### src/rtl/clk_divider.sv
// -----------------------------------------------------------------------------
// clk_divider
//   Programmable integer clock divider. A free-running NUM_FF-bit counter wraps
//   every TOP+1 input clocks and drives a registered, glitch-free square wave.
//   The output is an ordinary logic signal, not a clock-tree net.
//
//   Build option: define CLK_DIV_TICK_EN to add the one-clock wrap strobe
//   output 'tick'. The behaviour of 'sig' is the same with or without it.
//
// Parameters
//   NUM_FF  counter width in flip-flops (TOP < 2**NUM_FF)
//   TOP     terminal count; output period = TOP+1 input clocks (TOP >= 1)
//
// Ports
//   clk   in   input clock, rising-edge active
//   rst   in   asynchronous active-low reset (0 = reset)
//   sig   out  divided output, registered; high for HALF clocks per period
//   tick  out  registered wrap strobe (only with CLK_DIV_TICK_EN)
// -----------------------------------------------------------------------------
module clk_divider #(
  parameter int unsigned NUM_FF = 10,
  parameter int unsigned TOP    = 19
) (
  input  logic clk,
  input  logic rst,
  output logic sig
`ifdef CLK_DIV_TICK_EN
  ,
  output logic tick
`endif
);

  // High-phase length: floor((TOP+1)/2); odd periods get the extra clock low.
  localparam int unsigned HALF = (TOP + 1) / 2;

  localparam logic [NUM_FF-1:0] TOP_C  = NUM_FF'(TOP);
  localparam logic [NUM_FF-1:0] HALF_C = NUM_FF'(HALF);
  localparam logic [NUM_FF-1:0] ONE_C  = NUM_FF'(1);

  // Parameter sanity checks at elaboration
  if (NUM_FF < 1) begin : g_err_num_ff
    $error("clk_divider: NUM_FF must be >= 1");
  end
  if (TOP < 1) begin : g_err_top_min
    $error("clk_divider: TOP must be >= 1");
  end
  if ((NUM_FF < 32) && (64'(TOP) >= (64'd1 << NUM_FF))) begin : g_err_top_max
    $error("clk_divider: TOP must be < 2**NUM_FF");
  end

  logic [NUM_FF-1:0] r_cnt;
  logic              r_sig;
  logic              w_wrap;

  // Exact compare against TOP; the counter never relies on natural overflow.
  assign w_wrap = (r_cnt == TOP_C);

  // Period counter
  always_ff @(posedge clk or negedge rst) begin
    if (!rst) begin
      r_cnt <= '0;
    end else if (w_wrap) begin
      r_cnt <= '0;
    end else begin
      r_cnt <= r_cnt + ONE_C;
    end
  end

  // Square-wave output, one clock behind the counter
  always_ff @(posedge clk or negedge rst) begin
    if (!rst) begin
      r_sig <= 1'b0;
    end else begin
      r_sig <= (r_cnt < HALF_C);
    end
  end

  assign sig = r_sig;

`ifdef CLK_DIV_TICK_EN
  logic r_tick;

  // Wrap strobe: high for the single clock after cnt reaches TOP
  always_ff @(posedge clk or negedge rst) begin
    if (!rst) begin
      r_tick <= 1'b0;
    end else begin
      r_tick <= w_wrap;
    end
  end

  assign tick = r_tick;
`endif

endmodule

### config.mk
export PLATFORM = sky130hd
export DESIGN_NAME = clk_divider
export DESIGN_NICKNAME = d
export VERILOG_FILES = /design/src/rtl/clk_divider.sv
export SDC_FILE = /design/constraint.sdc
export NUM_CORES = 1
export LEC_CHECK = 0
export ABC_AREA = 1
export CORE_AREA = 4 4 41 43
export CTS_BUF_LIST = sky130_fd_sc_hd__clkbuf_16
export DETAILED_ROUTE_END_ITERATION = 8
export DIE_AREA = 0 0 45 47
export PLACE_DENSITY = 0.71
export SYNTH_ARGS = -nofsm -noshare
export SYNTH_HDL_FRONTEND = slang
export SYNTH_SLANG_ARGS = --single-unit
### constraint.sdc
create_clock -name clk -period 1.95 [get_ports clk]
set_clock_uncertainty 0.15 [all_clocks]
set_input_delay 0.39 -clock clk [delete_from_list [all_inputs] [get_ports clk]]
set_output_delay 0.39 -clock clk [all_outputs]
set_load 0.02 [all_outputs]
==> results.json, run 1 <==
{
  "status": "finished clean",
  "synth_top_area_cell": "dfrtp_1",
  "tns_ps": 0,
  "yosysSeqAreaShare_pct": 48.25,
  "grt_pass1_vias": 426,
  "wl_um": 984,
  "critPathSlowestCell": "clkdlybuf4s50_1",
  "syn_inst": 69,
  "grt.total_usage_pct": 12.09,
  "rows": 13,
  "dp_slack_ps": 518.8,
  "endpoint": "sig",
  "crit_fanout": 1,
  "synth_nets": 72,
  "intPower_w": 0.0005002,
  "rrSetupSlack_ps": 550,
  "tightest_slew_ps": 478.2,
  "reg2reg_to": "r_cnt[8]",
  "crit_path_start": "sig",
  "area_growth_pct": 20.61,
  "hold_viol": 0,
  "port_buffers": 2,
  "vdd_drop_max_uv": 837.5,
  "pwr-share-seq_pct": 37.8,
  "ioPinCount": 3,
  "grt_pass1_wl_mm": 1.725,
  "h-tree-depth": 1,
  "fin_crit_sh_pct": 86.23,
  "netlist_area_um2": 570.5,
  "final_antenna_net_count": 0,
  "cp-start-kind": "register",
  "slew_headroom_pct": 68.02,
  "p_sw_w": 0.0001062,
  "power_frac_clock_pct": 61.2,
  "worst_hold_path_type": "input pin to async pin",
  "power.share.combinational_pct": 1.0,
  "yosys_warnings": 0,
  "swShare_pct": 17.52,
  "grt_overflow": 0,
  "synth_area_leaders": "dfrtp_1, nand2_1, inv_1",
  "fillers": 120,
  "setup_viol": 0,
  "setup_ws_ps": 268.5,
  "dp_hpwl_um": 642.2,
  "drive_above_1_share_pct": 12.00,
  "critical-path-top-delay-family": "buffers and inverters",
  "vias": 418,
  "leakagePower_nw": 0.3554,
  "reg2reg_depth": 6,
  "cts_resized": 0,
  "fin_nets": 79,
  "cts_setup_buffers": 0,
  "pwr_density_cell_nw_per_um2": 881.3,
  "crit_type": "register to output pin",
  "clock-root-buffer": "clkbuf_16",
  "gp_congestion": 0.7263,
  "cts_buffers": 3,
  "cp.arrival_ps": 1140,
  "postSynthRegisterBits": 11,
  "endpoint_kind": "output pin",
  "required_ps": 1410,
  "clk_pin_slew_ps": 40,
  "cts_num_sinks": 11,
  "cp.depth": 1,
  "cts_tree": "done",
  "rr_startpoint": "r_cnt[0]",
  "dieArea_um2": 2115,
  "post-route-min-period_ps": 1681,
  "yosysTopAreaCellShare_pct": 48.25,
  "dieWidth_um": 45,
  "drt_iter0_drc": 4,
  "cpPeakStageDelay_ps": 590,
  "holdWs_ps": 329.4,
  "antenna_found_initial": 0,
  "rsz0062_at_grt": "false",
  "crit_buf_inv": 1,
  "viasPerCell": 4.644,
  "wl_per_cell_um": 10.93,
  "dr.pass1.iters": 2,
  "cp_cell_sequence": "clkdlybuf4s50_1",
  "drv_cap": 0,
  "antenna_cells": 0,
  "drv_slew": 0,
  "drcViolationCount": 0,
  "fp.dieH_um": 47,
  "synth.distinct_cells": 18,
  "start_util_pct": 43.85,
  "grt_max_degree": 12,
  "max_freq_ghz": 0.5947,
  "postCtsHoldBufs": 0,
  "clockBufferDepth": 2,
  "syn_area_per_cell_um2": 8.269,
  "clk_latency_ps": 240,
  "core_region_area_um2": 1301
}
==> worst min-delay path by stage <==
stage | startpoint | to | slack [ps]
floorplan | rst | r_cnt[0] | -60
global route | rst | r_cnt[0] | 370
finish | rst | r_cnt[1] | 330
detailed placement | r_cnt[0] | r_cnt[0] | 330
CTS | r_cnt[0] | r_cnt[0] | 340
global placement | r_cnt[0] | r_cnt[0] | 330
==> per-layer routing <==
| layer | share of wire (%) | routed length (µm) | track usage, % |
|---|---|---|---|
| met3 | 2.6 | 26 | 4.598 |
| met4 | 3.4 | 33 | 10.53 |
| met2 | 47 | 466 | 19.21 |
| met5 | 0 | 0 | 0 |
| met1 | 47 | 458 | 12.53 |
==> sequential cells by signal (all words and copies together), names as in the netlist <==
signal,cells
r_cnt,10
sig,1
==> power groups by stage <==
| stage | logic, W | registers [W] | clock network, W |
|---|---|---|---|
| 6_report | 0.00000588 | 0.000229 | 0.000371 |
| 3_5_place_dp | 0.00000650 | 0.000232 | 0 |
| 3_3_place_gp | 0.00000635 | 0.000232 | 0 |
| 4_1_cts | 0.00000645 | 0.000229 | 0.000378 |
| 2_1_floorplan | 0.000000000166 | 0.000232 | 0 |
| 5_1_grt | 0.00000689 | 0.000229 | 0.000393 |
==> cells by family after synthesis <==
kind of cell | share of synthesized area (%)
compound gates | 3.509
xor+xnor | 4.606
fa+ha+maj | 2.193
buf+inv | 7.894
flops | 48.24
simple gates | 33.55
==> layout by cell type (no fill, tap or decap), types with 2 or more instances in the layout <==
cell type / n
nor2_1: 10
xor2_1: 2
dfrtp_1: 11
clkbuf_16: 3
nor3_2: 2
nand2_1: 14
clkdlybuf4s50_1: 2
nand2_2: 2
inv_1: 13
nand3_1: 6
==> Yosys cell counts <==
cell type / n
o21bai_1: 1
o21a_1: 1
nor3_2: 2
and3_1: 1
nor2_4: 1
or2_0: 1
nand3_2: 1
nor2_1: 10
inv_1: 12
dfrtp_1: 11
xnor2_1: 1
nor3_1: 1
nand2_2: 2
xor2_1: 2
nand3_1: 6
nand2_1: 14
ha_1: 1
o21ai_0: 1
==> stage by stage <==
step | utilization (%) | power [W] | cells | cell area, µm²
5_1_grt | 52.88 | 0.0006284 | 90 | 688.2
6_report | 52.88 | 0.0006064 | 90 | 688.2
4_1_cts | 52.88 | 0.0006135 | 90 | 688.2
3_5_place_dp | 46.83 | 0.0002389 | 86 | 609.3
3_3_place_gp | 46.83 | 0.0002388 | 86 | 609.3
2_1_floorplan | - | 0.0002325 | 69 | 570.5
==> area by class of cell <==
cell class              count  area [µm²]  share of cell area, %
flip-flops and latches     11       275.3                  40.00
clock buffers               3       75.07                  10.91
multi-input cells          46       250.2                  36.36
clock inverters             1       3.754                 0.5455
inverters                  12       45.04                  6.545
well taps                  15       18.77                  2.727
repair buffers              2       20.02                  2.909
(Power assumes the default switching activity.)
==> run 2, diff against run 1 <==
- CELL_PAD_IN_SITES_DETAIL_PLACEMENT: not set -> 1
- CELL_PAD_IN_SITES_GLOBAL_PLACEMENT: not set -> 1
- CORE_AREA: 4 4 41 43 -> not set
- CORE_MARGIN: not set -> 4
- CORE_UTILIZATION: not set -> 44
- DIE_AREA: 0 0 45 47 -> not set
- PLACE_DENSITY: 0.71 -> 0.88
==> run 2 against run 1 <==
  * First-iteration DRC count decreased by 25%
  * Critical endpoint unchanged
  * Sequential share of layout area is 0.073 points higher
  * Cell count down 1.1%
  * Register-to-register slack got worse by 80 ps
  * Critical path type unchanged
  * Worst setup slack worse by 2.8 ps
  * Routed wire length increased by 43%
  * Sequential power is essentially flat
  * Design area is 0.18% lower
==> results.json, run 2 (synthesized netlist as in run 1, its figures left out) <==
{
  "status": "finished clean",
  "cts_setup_buffers": 0,
  "antenna_found_initial": 0,
  "gp_congestion": 0.7431,
  "layout_common_cells": "nand2_1, inv_1, dfrtp_1",
  "swShare_pct": 17.47,
  "clock-root-buffer": "clkbuf_16",
  "fin_nets": 79,
  "multiInputGateArea_um2": 250.2,
  "drcViolationCount": 0,
  "final_area_um2": 686.9,
  "power_frac_clock_pct": 61.2,
  "grt_pass1_wl_mm": 2.504,
  "placed_area_um2": 608.1,
  "final_antenna_net_count": 0,
  "rsz0062_at_grt": "false",
  "drv_slew": 0,
  "setup_viol": 0,
  "pwr-share-seq_pct": 37.8,
  "fillers": 143,
  "dieArea_um2": 1937,
  "cts_resized": 0,
  "post-route-min-period_ps": 1684,
  "dp_hpwl_um": 871.7,
  "crit_buf_inv": 1,
  "required_ps": 1410,
  "power.share.combinational_pct": 1.0,
  "wl_mm": 1.411,
  "dr.pass1.iters": 4,
  "postCtsHoldBufs": 0,
  "largest_reg_flops": 10,
  "vias": 448,
  "grt_overflow": 0,
  "fin_crit_sh_pct": 86.37,
  "pwr_density_cell_nw_per_um2": 882.2,
  "wl_per_cell_um": 15.85,
  "critical-path-top-delay-family": "buffers and inverters",
  "cts_num_sinks": 11,
  "vdd_drop_max_uv": 508.1,
  "start_util_pct": 49.35,
  "regMostFlops": "r_cnt",
  "leakagePower_nw": 0.3554,
  "cts_tree": "done",
  "cp.arrival_ps": 1140,
  "area_growth_pct": 20.39,
  "slew_headroom_pct": 65.71,
  "p_sw_w": 0.0001059,
  "drive_above_1_share_pct": 12.00,
  "critPathSlowestCell": "clkdlybuf4s50_1",
  "cpPeakStageDelay_ps": 590,
  "fp.dieH_um": 44.01,
  "antenna_cells": 0,
  "clk_pin_slew_ps": 40,
  "clk_latency_ps": 240,
  "viasPerCell": 5.034,
  "dieWidth_um": 44.01,
  "crit_type": "register to output pin",
  "port_buffers": 2,
  "rrSetupSlack_ps": 470,
  "ioPinCount": 3,
  "tightest_slew_ps": 512.7,
  "intPower_w": 0.0005001,
  "tns_ps": 0,
  "crit_fanout": 1,
  "worst_hold_path_type": "input pin to async pin",
  "grt.total_usage_pct": 18.30,
  "seq_area_um2": 275.3,
  "cts_buffers": 3,
  "h-tree-depth": 1,
  "hold_viol": 0,
  "max_freq_ghz": 0.5937,
  "grt_max_degree": 12,
  "drt_iter0_drc": 3,
  "final_common_cell": "nand2_1",
  "endpoint_kind": "output pin",
  "finalPower_w": 0.0006060,
  "cp-start-kind": "register",
  "rows": 12,
  "cp_cell_sequence": "clkdlybuf4s50_1",
  "clockBufferDepth": 2,
  "drv_cap": 0,
  "core_region_area_um2": 1156,
  "grt_pass1_vias": 511
}
-- run 2: layer usage --
layer / track usage [%] / wire, µm / vias up
met5: 0 / 0 / -
li1: - / - / 222
met4: 5.422 / 0 / 0
met3: 4.878 / 39 / 0
met2: 30.23 / 713 / 8
met1: 23.29 / 658 / 218
-- run 2: worst reg2reg max path, cell delays in order (launching register included) --
cell and delay (ps):
dfrtp_1 390, ha_1 240, nand3_1 110, nor3_2 370
nor2_1 90
-- run 2: path summary, 6_finish.rpt --
check | startpoint | cells after the start | end
worst max-delay path | sig | 1 | sig
worst min-delay path | rst | 1 | r_cnt[6]
worst max register to register | r_cnt[0] | 4 | r_cnt[4]
worst min register to register | r_cnt[0] | 1 | r_cnt[0]
max in group asynchronous | rst | 1 | r_cnt[8]
min in group clk | r_cnt[0] | 1 | r_cnt[0]
-- run 2: power groups by stage --
stage          registers [W]  clock network (W)        logic, W
2_1_floorplan       0.000232                  0  0.000000000166
3_3_place_gp        0.000232                  0      0.00000647
3_5_place_dp        0.000232                  0      0.00000651
4_1_cts             0.000229           0.000374      0.00000652
5_1_grt             0.000229           0.000391      0.00000709
6_report            0.000229           0.000371      0.00000618
-- run 2: per-stage QoR --
step	worst slack [ps]	std cells	hold slack (ps)	utilization (%)
final	265.8	89	345.6	59.42
after floorplan	702.5	69	-55.59	-
after CTS	258.7	89	350.6	59.42
after global placement	518.9	85	320.9	52.60
after detailed placement	511.0	85	332.9	52.60
after global routing	237.0	89	362.4	59.42
-- run 2: final cells by class --
cell class              count  area share [%]
clock buffers               3           10.93
clock inverters             1          0.5464
inverters                  12           6.557
multi-input cells          46           36.43
flip-flops and latches     11           40.07
well taps                  14           2.550
repair buffers              2           2.914
==> run 3, diff against run 2 <==
- CAP_MARGIN: not set -> 20
- GPL_TIMING_DRIVEN: not set -> 0
- SKIP_LAST_GASP: not set -> 1
==> run 3 against run 2 <==
  * First-iteration DRC count rose to 4.7 times the previous value
  * Cell count did not move
  * Non-clock buffer count did not move
  * Sequential share of layout area did not move
  * Count of clock-buffer cells in the layout did not move
  * Power fell by 1.1%
  * Global-route usage fell by 1.1 points
  * Largest power group unchanged
==> results.json, run 3 (synthesized netlist as in run 1, its figures left out) <==
{
  "fin_crit_sh_pct": 86.12,
  "dp_hpwl_um": 852.5,
  "clk_latency_ps": 230,
  "reg2reg_depth": 6,
  "drv_slew": 0,
  "wl_per_cell_um": 14.60,
  "tns_ps": 0,
  "leakagePower_nw": 0.3554,
  "antenna_found_initial": 0,
  "grt.total_usage_pct": 17.19,
  "dpl.cell_count": 85,
  "rr_startpoint": "r_cnt[1]",
  "pwr_density_cell_nw_per_um2": 872.3,
  "drcViolationCount": 0,
  "critical-path-top-delay-family": "buffers and inverters",
  "cts_resized": 0,
  "cts_buffers": 3,
  "crit_buf_inv": 1,
  "wl_mm": 1.299,
  "setup_viol": 0,
  "setup_ws_ps": 270.6,
  "clock-root-buffer": "clkbuf_16",
  "status": "finished clean",
  "rows": 12,
  "min_to": "r_cnt[0]",
  "instances_no_fill": 89,
  "rrSetupSlack_ps": 460,
  "final_antenna_net_count": 0,
  "whs_path_depth": 1,
  "final_util_pct": 59.42,
  "tightest_slew_ps": 509.8,
  "crit_fanout": 1,
  "hold_viol": 0,
  "regMostFlops": "r_cnt",
  "dr.pass1.iters": 4,
  "grt_overflow": 0,
  "clk_pin_slew_ps": 40,
  "ioPinCount": 3,
  "dieWidth_um": 44.01,
  "post-route-min-period_ps": 1679,
  "gp_congestion": 0.7271,
  "slew_headroom_pct": 65.91,
  "cp-start-kind": "register",
  "final_common_cell": "nand2_1",
  "drv_cap": 0,
  "port_buffers": 2,
  "crit_type": "register to output pin",
  "area_growth_pct": 20.39,
  "max_freq_ghz": 0.5955,
  "critPathSlowestCell": "clkdlybuf4s50_1",
  "cp_cell_sequence": "clkdlybuf4s50_1",
  "h-tree-depth": 1,
  "cts_tree": "done",
  "largest_reg_flops": 10,
  "layout_common_cells": "nand2_1, inv_1, dfrtp_1",
  "vdd_drop_max_uv": 510.0,
  "fin_nets": 79,
  "holdWs_ps": 333.3,
  "clockBufferDepth": 2,
  "grt_pass1_vias": 480,
  "drt_iter0_drc": 14,
  "fp.dieH_um": 44.01,
  "endpoint_kind": "output pin",
  "viasPerCell": 5.056,
  "reg2reg_to": "r_cnt[8]",
  "drive_above_1_share_pct": 12.00,
  "antenna_cells": 0,
  "required_ps": 1410,
  "cts_setup_buffers": 0,
  "start_util_pct": 49.35,
  "vias": 450,
  "worst_hold_path_type": "register to register",
  "cts_num_sinks": 11,
  "postCtsHoldBufs": 0,
  "rsz0062_at_grt": "false",
  "grt_pass1_wl_mm": 2.332,
  "hp-start": "r_cnt[0]",
  "cpPeakStageDelay_ps": 590,
  "cp.arrival_ps": 1140,
  "core_region_area_um2": 1156,
  "grt_max_degree": 12,
  "dp_slack_ps": 509.2,
  "dieArea_um2": 1937
}
run 3: layout make-up:
type                       count  area (µm²)
fill                         143       469.2
sequential                    11       275.3
multi-input combinational     46       250.2
clock buffer                   3       75.07
inverter                      12       45.04
timing repair buffer           2       20.02
tap                           14       17.52
clock inverter                 1       3.754
run 3: stage by stage:
step	area, µm²	total power, W
floorplan	570.5	0.0002325
global placement	608.1	0.0002388
detailed placement	608.1	0.0002389
CTS	686.9	0.0006058
global route	686.9	0.0006300
finish	686.9	0.0005992
run 3: how the worst max path moves through the flow:
stage	startpoint	endpoint	slack (ps)	depth (start not counted)
after global routing	sig	sig	220	1
after CTS	sig	sig	260	1
after global placement	sig	sig	520	1
after floorplan	r_cnt[0]	r_cnt[8]	700	6
final	sig	sig	270	1
after detailed placement	sig	sig	510	1
run 3: routing by layer:
| metal | GRT usage [%] | vias up | wire (µm) |
|---|---|---|---|
| li1 | - | 225 | - |
| met1 | 21.46 | 215 | 609 |
| met2 | 26.16 | 6 | 626 |
| met3 | 7.317 | 4 | 47 |
| met4 | 6.627 | 0 | 17 |
| met5 | 0 | - | 0 |
run 3: power breakdown:
| part | switching (W) | leakage (nW) | internal (W) |
|---|---|---|---|
| sequential | 0 | 0.139 | 0.000229 |
| clock | 0.0000952 | 0.0423 | 0.000269 |
| combinational | 0.00000439 | 0.174 | 0.00000176 |
